[src/rtl/game_fsm.sv]
// Round sequencer for the two-player game: menu, countdown, gameplay and game-over
// phases, with per-player health, post-hit invulnerability and winner decision.
module game_fsm #(
  parameter int MAX_HEALTH      = 3,
  parameter int COUNTDOWN_START = 3,
  parameter int STEP_TICKS      = 60,
  parameter int INVULN_TICKS    = 20,
  parameter int GAME_OVER_TICKS = 300
) (
  input  logic       clk_game,
  input  logic       reset,
  input  logic       start_btn,
  input  logic       p1_hit,
  input  logic       p2_hit,
  output logic [2:0] current_game_state,
  output logic [2:0] p1_health,
  output logic [2:0] p2_health,
  output logic       game_over,
  output logic [1:0] countdown_digit,
  output logic [1:0] winner
);

  typedef enum logic [2:0] {
    MENU      = 3'b000,
    COUNTDOWN = 3'b001,
    GAMEPLAY  = 3'b010,
    GAME_OVER = 3'b011
  } state_t;

  localparam int SW = $clog2(STEP_TICKS + 1);
  localparam int IW = $clog2(INVULN_TICKS + 1);
  localparam int HW = $clog2(GAME_OVER_TICKS + 1);

  state_t          state;
  logic [SW-1:0]   step_cnt;
  logic [IW-1:0]   inv1;
  logic [IW-1:0]   inv2;
  logic [HW-1:0]   hold_cnt;
  logic            start_prev;
  logic            start_edge;
  logic            p1_take;
  logic            p2_take;
  logic [2:0]      p1_next;
  logic [2:0]      p2_next;

  assign current_game_state = state;
  assign start_edge         = start_btn & ~start_prev;

  // A hit only lands on a vulnerable player with health left, so health never wraps.
  always_comb begin
    p1_take = p1_hit && (inv1 == '0) && (p1_health != 3'd0);
    p2_take = p2_hit && (inv2 == '0) && (p2_health != 3'd0);
    p1_next = p1_take ? p1_health - 3'd1 : p1_health;
    p2_next = p2_take ? p2_health - 3'd1 : p2_health;
  end

  // NOTE: every register here uses <= so all updates see the pre-edge values together.
  always_ff @(posedge clk_game or posedge reset) begin
    if (reset) begin
      state           <= MENU;
      step_cnt        <= '0;
      inv1            <= '0;
      inv2            <= '0;
      hold_cnt        <= '0;
      start_prev      <= 1'b1;
      p1_health       <= 3'(MAX_HEALTH);
      p2_health       <= 3'(MAX_HEALTH);
      game_over       <= 1'b0;
      countdown_digit <= 2'd0;
      winner          <= 2'b00;
    end else begin
      start_prev <= start_btn;
      case (state)
        MENU: begin
          p1_health <= 3'(MAX_HEALTH);
          p2_health <= 3'(MAX_HEALTH);
          winner    <= 2'b00;
          if (start_edge) begin
            state           <= COUNTDOWN;
            countdown_digit <= 2'(COUNTDOWN_START);
            step_cnt        <= '0;
          end
        end

        COUNTDOWN: begin
          if (step_cnt == SW'(STEP_TICKS - 1)) begin
            step_cnt <= '0;
            if (countdown_digit == 2'd1) begin
              state           <= GAMEPLAY;
              countdown_digit <= 2'd0;
            end else begin
              countdown_digit <= countdown_digit - 2'd1;
            end
          end else begin
            step_cnt <= step_cnt + 1'b1;
          end
        end

        GAMEPLAY: begin
          p1_health <= p1_next;
          p2_health <= p2_next;
          if (p1_take)            inv1 <= IW'(INVULN_TICKS);
          else if (inv1 != '0)    inv1 <= inv1 - 1'b1;
          if (p2_take)            inv2 <= IW'(INVULN_TICKS);
          else if (inv2 != '0)    inv2 <= inv2 - 1'b1;
          if ((p1_next == 3'd0) || (p2_next == 3'd0)) begin
            state     <= GAME_OVER;
            game_over <= 1'b1;
            hold_cnt  <= '0;
            winner    <= {p1_next == 3'd0, p2_next == 3'd0};
          end
        end

        GAME_OVER: begin
          if (start_edge || (hold_cnt == HW'(GAME_OVER_TICKS - 1))) begin
            state     <= MENU;
            p1_health <= 3'(MAX_HEALTH);
            p2_health <= 3'(MAX_HEALTH);
            winner    <= 2'b00;
            inv1      <= '0;
            inv2      <= '0;
            hold_cnt  <= '0;
            game_over <= 1'b0;
          end else begin
            hold_cnt <= hold_cnt + 1'b1;
          end
        end

        default: begin
          state           <= MENU;
          p1_health       <= 3'(MAX_HEALTH);
          p2_health       <= 3'(MAX_HEALTH);
          winner          <= 2'b00;
          inv1            <= '0;
          inv2            <= '0;
          hold_cnt        <= '0;
          game_over       <= 1'b0;
          countdown_digit <= 2'd0;
        end
      endcase
    end
  end

endmodule

[config.mk]
export PLATFORM = sky130hd
export DESIGN_NAME = game_fsm
export DESIGN_NICKNAME = d
export VERILOG_FILES = /design/src/rtl/game_fsm.sv
export SDC_FILE = /design/constraint.sdc
export NUM_CORES = 1
export LEC_CHECK = 0
export CORE_MARGIN = 2
export CORE_UTILIZATION = 42
export DETAILED_ROUTE_END_ITERATION = 8
export PLACE_DENSITY = 0.57
export SKIP_CTS_REPAIR_TIMING = 1
export SLEW_MARGIN = 5
export SYNTH_ARGS = -nofsm -noshare
export SYNTH_HDL_FRONTEND = slang
export SYNTH_SLANG_ARGS = --single-unit
[constraint.sdc]
create_clock -name clk_game -period 3.2 [get_ports clk_game]
set_input_delay 0.48 -clock clk_game [delete_from_list [all_inputs] [get_ports clk_game]]
set_output_delay 0.48 -clock clk_game [all_outputs]
set_load 0.05 [all_outputs]
; ---- After elaboration in Yosys (flattened, before gate mapping)
; Cells that the tools add are included.
[op_classes]
n_addsub = 7
multipliers = 0
n_div = 0
n_lt_le_gt_ge = 0
n_eq_ne = 13
shift = 0
n_mux = 34
bitwise = 5
n_reduce_logical = 27
[op_table]
columns = op, count
row1 = case mux 5 bit (3 select lines), 2
row2 = case mux 9 bit (3 select lines), 1
row3 = two-way mux 5 bit, 5
row4 = two-way mux 3 bit, 8
row5 = two-way mux 9 bit, 2
row6 = case mux 3 bit (3 select lines), 2
row7 = AND reduction 3 bit, 5
row8 = two-way mux 6 bit, 2
row9 = case mux 2 bit (3 select lines), 2
row10 = case mux 3 bit (4 select lines), 1
row11 = case mux 6 bit (2 select lines), 1
row12 = zero test 5 bit, 2
row13 = two-way mux 2 bit, 5
row14 = != test 2 bit (second input constant), 5
row15 = nonzero test 5 bit, 2
row16 = subtractor 5 x 1 -> 5 bit (second input constant), 2
row17 = adder 9 x 1 -> 9 bit (second input constant), 1
row18 = == test 9 bit (second input constant), 1
row19 = zero test 3 bit, 3
row20 = adder 6 x 1 -> 6 bit (second input constant), 1
row21 = == test 3 x 2 -> 1 bit (second input constant), 2
row22 = == test 6 bit (second input constant), 1
row23 = != test 3 bit (second input constant), 2
row24 = AND reduction 2 bit, 3
row25 = 14 further kinds, 25
[word_totals]
ff_bits = 40
latchBits = 0
ram_bits = 0
romBits = 0
inputBits = 5
elab_cells = 97
mem_count = 0

; ---- Longest topological paths before layout
[depth]
ltp_word = 8
depth_mapped = 9
ltp_nobuf = 8

; ---- Worst setup path after synthesis
; OpenSTA, ideal clock, no wires.
[synth_path]
path_type = flip-flop to flip-flop
from = register state[0] (netlist: current_game_state[0])
to = register hold_cnt[6]
setup_ns = 0.076
t_arrival_ns = 2.396
slack_ns = 0.728
stages_incl_launch_ff = 9
synth_period_minus_slack_ns = 2.472
cell_sequence = dfrtp_1 > inv_1 > ha_1 > clkbuf_1 > or3b_2 > nor2_1 > nand3_1 > or4_1 > o21ai_1
[synth_via]
elab_chain_len = 4
[synth_rtl]
columns = item, line_no
row1 = "start, declared", 34  ; state_t state;
row2 = "start signal, assigned", 60  ; state <= MENU;
row3 = "start signal, assigned", 79  ; state <= COUNTDOWN;
row4 = "start signal, assigned", 89  ; state <= GAMEPLAY;
row5 = "parallel branches: the longest is 4 deep, another holds case mux 9 bit (3 select lines)", n/a
row6 = "end signal, assigned", 125  ; hold_cnt <= hold_cnt + 1'b1;
row7 = "end, declared", 38  ; logic [HW-1:0] hold_cnt;
; Parallel ways; which one is timed is not known.
; A chain may end at the register's enable or synchronous reset.

; ---- Worst setup path after layout
[layout_path]
from = register p1_health[0]
to = register state[1] (netlist: current_game_state[1])
[layout_via]
elab_chain_len = 7
[layout_rtl]
columns = item, line_no
row1 = "start, declared", 16  ; output logic [2:0] p1_health,
row2 = "start signal, assigned", 66  ; p1_health <= 3'(MAX_HEALTH);
row3 = "start signal, assigned", 75  ; p1_health <= 3'(MAX_HEALTH);
row4 = "start signal, assigned", 100  ; p1_health <= p1_next;
row5 = "parallel branches: the longest is 2 deep, another holds subtractor 3 x 1 -> 3 bit", n/a
row6 = two-way mux 3 bit *, 53  ; p1_next = p1_take ? p1_health - 3'd1 : p1_health;
row7 = zero test 3 bit *, 106  ; if ((p1_next == 3'd0) || (p2_next == 3'd0)) begin
row8 = logical OR 1 bit *, 106
row9 = != test 2 bit (no line) *, n/a
row10 = AND reduction 5 bit (no line) *, n/a
row11 = "end signal, assigned", 107  ; state <= GAME_OVER;
row12 = "end signal, assigned", 116  ; state <= MENU;
row13 = "end signal, assigned", 130  ; state <= MENU;
; Mark *: on every way between the ends.

==> metrics.md <==
| Metric | Value |
|---|---|
| Fill count | `around 540` |
| Status | `completed` |
| Final Slew Violations | `0` |
| Pin count of the biggest net entering global routing | `40` |
| Ant. Diodes | `0` |
| Most frequent cells in the layout | `dfrtp_1, nor2_1, nand2_1, inv_1, o21ai_0` |
| Total routed wirelength | `around 5300 um` |
| Initial antenna violation count | `0` |
| Area grow syn2layout | `12.7%` |
| CTS tree | `yes` |
| Hold WC Path Type | `reg2reg` |
| Core Region | `between 5000 and 6000 um2` |
| Dpl cell area | `approximately 2600 um2` |
| Fraction of registers with async set/reset | `between 90% and 100%` |
| Routability cong. | `a little over 0.8` |
| Die height | `approximately 80 um` |
| Initial core utilization | `43.7%` |
| # clock sinks | `39` |
| Switching portion of total power | `roughly 50%` |
| Maximum vdd drop | `0.435 mV` |
| Slew @ Worst Pin | `between 0.9 and 1 ns` |
| Min Tclk post-route | `2.64 ns` |
| H-tree depth | `2` |
| Syn Nets | `roughly 280` |
| Cells after DPL | `approximately 340` |
| Critical path type | `reg2reg` |
| Initial DRC Count | `approximately 120` |
| GR Overflow Total | `0` |
| Net Sw Power | `1.38 mW` |
| Clk slew on worst S/H paths | `0.08 ns` |
| CP endpoint kind | `flop` |
| Yosys cell types | `61` |
| Buffers added on ports | `17` |
| PnR worst setup slack | `about 0.56 ns` |
| Drc violations | `0` |
| Final Hold Slack | `slightly below 0.5 ns` |
| Reg2reg end | `current_game_state[1]` |
| Final setup violation count | `0` |
| Synthesized instance count | `between 200 and 300` |
| Worst r2r path cells | `8` |
| Layout cell share with drive strength beyond 1 | `around 11%` |
| Design area | `2730 um2` |
| 1st-pass router iterations | `4` |
| Post-Layout Cell Count | `350` |
| Start point of the worst hold path | `hold_cnt[8]` |
| TNS Setup | `0 ns` |
| Primary FF master, synth | `dfrtp_1` |
| EDFF count, synth | `0` |
| Hold Path Stages | `1` |
| Final nets | `slightly below 300` |
| Cell-internal power | `between 1 and 1.5 mW` |
| Power Density | `~1000 nW/um2` |
| YS warnings | `0` |
| Max Fanout on Critical Path | `15` |
| Leakage | `roughly 1.1 nW` |
| Gr usage total | `between 10% and 20%` |
| CP Capture Point | `current_game_state[1]` |
| Slew HR | `around two fifths` |
| WP data required | `roughly 3.4 ns` |
| Worst slack, placed | `about 0.56 ns` |
| Flops & latches, synth | `39` |
| Number of CTS-inserted buffers | `5` |
| Sequential power share | `between 20% and 30%` |
| Clk_lat worst skew | `a little under 0.3 ns` |
| Clock Power Share | `a little under an eighth` |
| RSZ-0062 raised after global routing | `no` |
| Max Buffers Root-to-Sink | `2` |
| CP arrival | `2.82 ns` |
| Sequential element share of the synthesized area | `between 40% and 50%` |
| Antenna Nets Post-Route | `0` |
| Storage element area | `slightly below 1000 um2` |
| Period utilization | `82.4%` |
| Startpoint type of the worst setup path | `flop` |
| CTS root buf | `clkbuf_8` |
| DIE WIDTH | `around 80 um` |
| IO Pins | `19` |
| RR Startpoint | `p1_health[0]` |
| Max Freq | `between 300 and 400 MHz` |
| Design Power | `between 2 and 3 mW` |
| Die Area | `about 6400 um2` |
| Critical Path Start | `p1_health[0]` |
| Clock Skew | `0.00650 ns` |
| First-pass GRT wire length | `~8900 um` |
| Max-cap viol count | `0` |
| Syn Std Cell Area | `2420 um2` |
| Comb pwr share | `60.9%` |
| DP Wirelength | `between 3000 and 4000 um` |
| Drt wl/cell | `~15 um` |
| Vias in the first global route | `1898` |
| Row cnt | `27` |
| Most common cell after layout, fill and taps aside | `dfrtp_1` |
| Multi-input gate area | `~1300 um2` |
| Final core utilization | `about half` |
| Final hold vios | `0` |
| Syn Area/Cell | `around 9.3 um2` |
| DR vias | `2009` |
| Via-to-Cell Ratio | `5.74` |
| R2r setup slk | `about 0.56 ns` |
[worst min path at each step]
| stage | to | slack [ns] |
|---|---|---|
| floorplan | hold_cnt[8] | 0.45 |
| global placement | hold_cnt[8] | 0.48 |
| detailed placement | hold_cnt[8] | 0.48 |
| CTS | hold_cnt[8] | 0.50 |
| global route | hold_cnt[8] | 0.51 |
| finish | hold_cnt[8] | 0.49 |
[kinds of logic (layout without fill, tap and decap cells)]
family / Yosys count / in the layout / share of synthesized area [%]
AND/OR/NAND/NOR: 91 / 91 / 20.5
AO/OA/AOI/OAI: 81 / 81 / 23.9
flip-flops: 39 / 39 / 40.6
buffers and inverters: 29 / 46 / 5.12
adder cells (fa/ha/maj): 15 / 15 / 7.75
XOR/XNOR: 4 / 4 / 1.45
other: 1 / 1 / 0.155
multiplexers: 1 / 1 / 0.620
[power groups by stage]
| stage | Clock, mW | Combinational (mW) | Sequential (mW) |
|---|---|---|---|
| finish | 0.328 | 1.70 | 0.760 |
| global route | 0.360 | 1.90 | 0.784 |
| CTS | 0.342 | 1.71 | 0.761 |
| detailed placement | 0 | 1.70 | 0.770 |
| global placement | 0 | 1.70 | 0.768 |
| floorplan | 0 | 1.20 | 0.889 |
[flip-flops by register name, indices dropped and copies added (netlist names)]
register,flops
hold_cnt,9
inv1,5
inv2,5
p2_health,3
current_game_state,2
start_prev,1
step_cnt,6
game_over,1
winner,2
p1_health,3
countdown_digit,2
[per-layer routing]
layer,share of wire [%],GRT usage (%),vias to the layer above
li1,-,-,991
met1,47,22.8,989
met2,49,29.6,24
met3,2.7,4.52,5
met4,1.1,6.10,0
met5,0,0,-
[layout make-up]
type,count,share of cell area (%)
Timing Repair Buffer,20,7.06
Clock buffer,7,2.80
Clock inverter,1,0.183
Tap cell,72,3.30
Inverter,18,2.48
Sequential cell,39,36.0
Multi-Input combinational cell,193,48.2
[synth_stat cells (all sizes together) (3+ instances only)]
| library cell | count | area (um2) |
|---|---|---|
| clkbuf | 6 | 22.5 |
| nor2 | 22 | 85.1 |
| o31ai | 11 | 82.6 |
| nand2b | 8 | 52.6 |
| ha | 15 | 188 |
| nand4 | 3 | 18.8 |
| a31oi | 4 | 25.0 |
| nor3 | 5 | 25.0 |
| buf | 5 | 33.8 |
| nand3 | 9 | 45.0 |
| nand2 | 21 | 78.8 |
| dfrtp | 34 | 851 |
| inv | 18 | 67.6 |
| a21oi | 11 | 55.1 |
| xor2 | 3 | 26.3 |
| or3 | 3 | 20.0 |
| or2 | 3 | 23.8 |
| a22oi | 8 | 60.1 |
| o22ai | 8 | 56.3 |
| o21ai | 20 | 104 |
| dfstp | 5 | 131 |
[worst max-delay path: stages (launching register included)]
cell and delay (ns):
dfstp_2 0.59, inv_1 0.07, ha_1 0.20, ha_1 0.17
nand2b_1 0.20, or2_4 0.28, a221oi_4 0.59, nor2_2 0.11
mux2_4 0.31
Note: power is estimated with default switching activity, not from simulation.
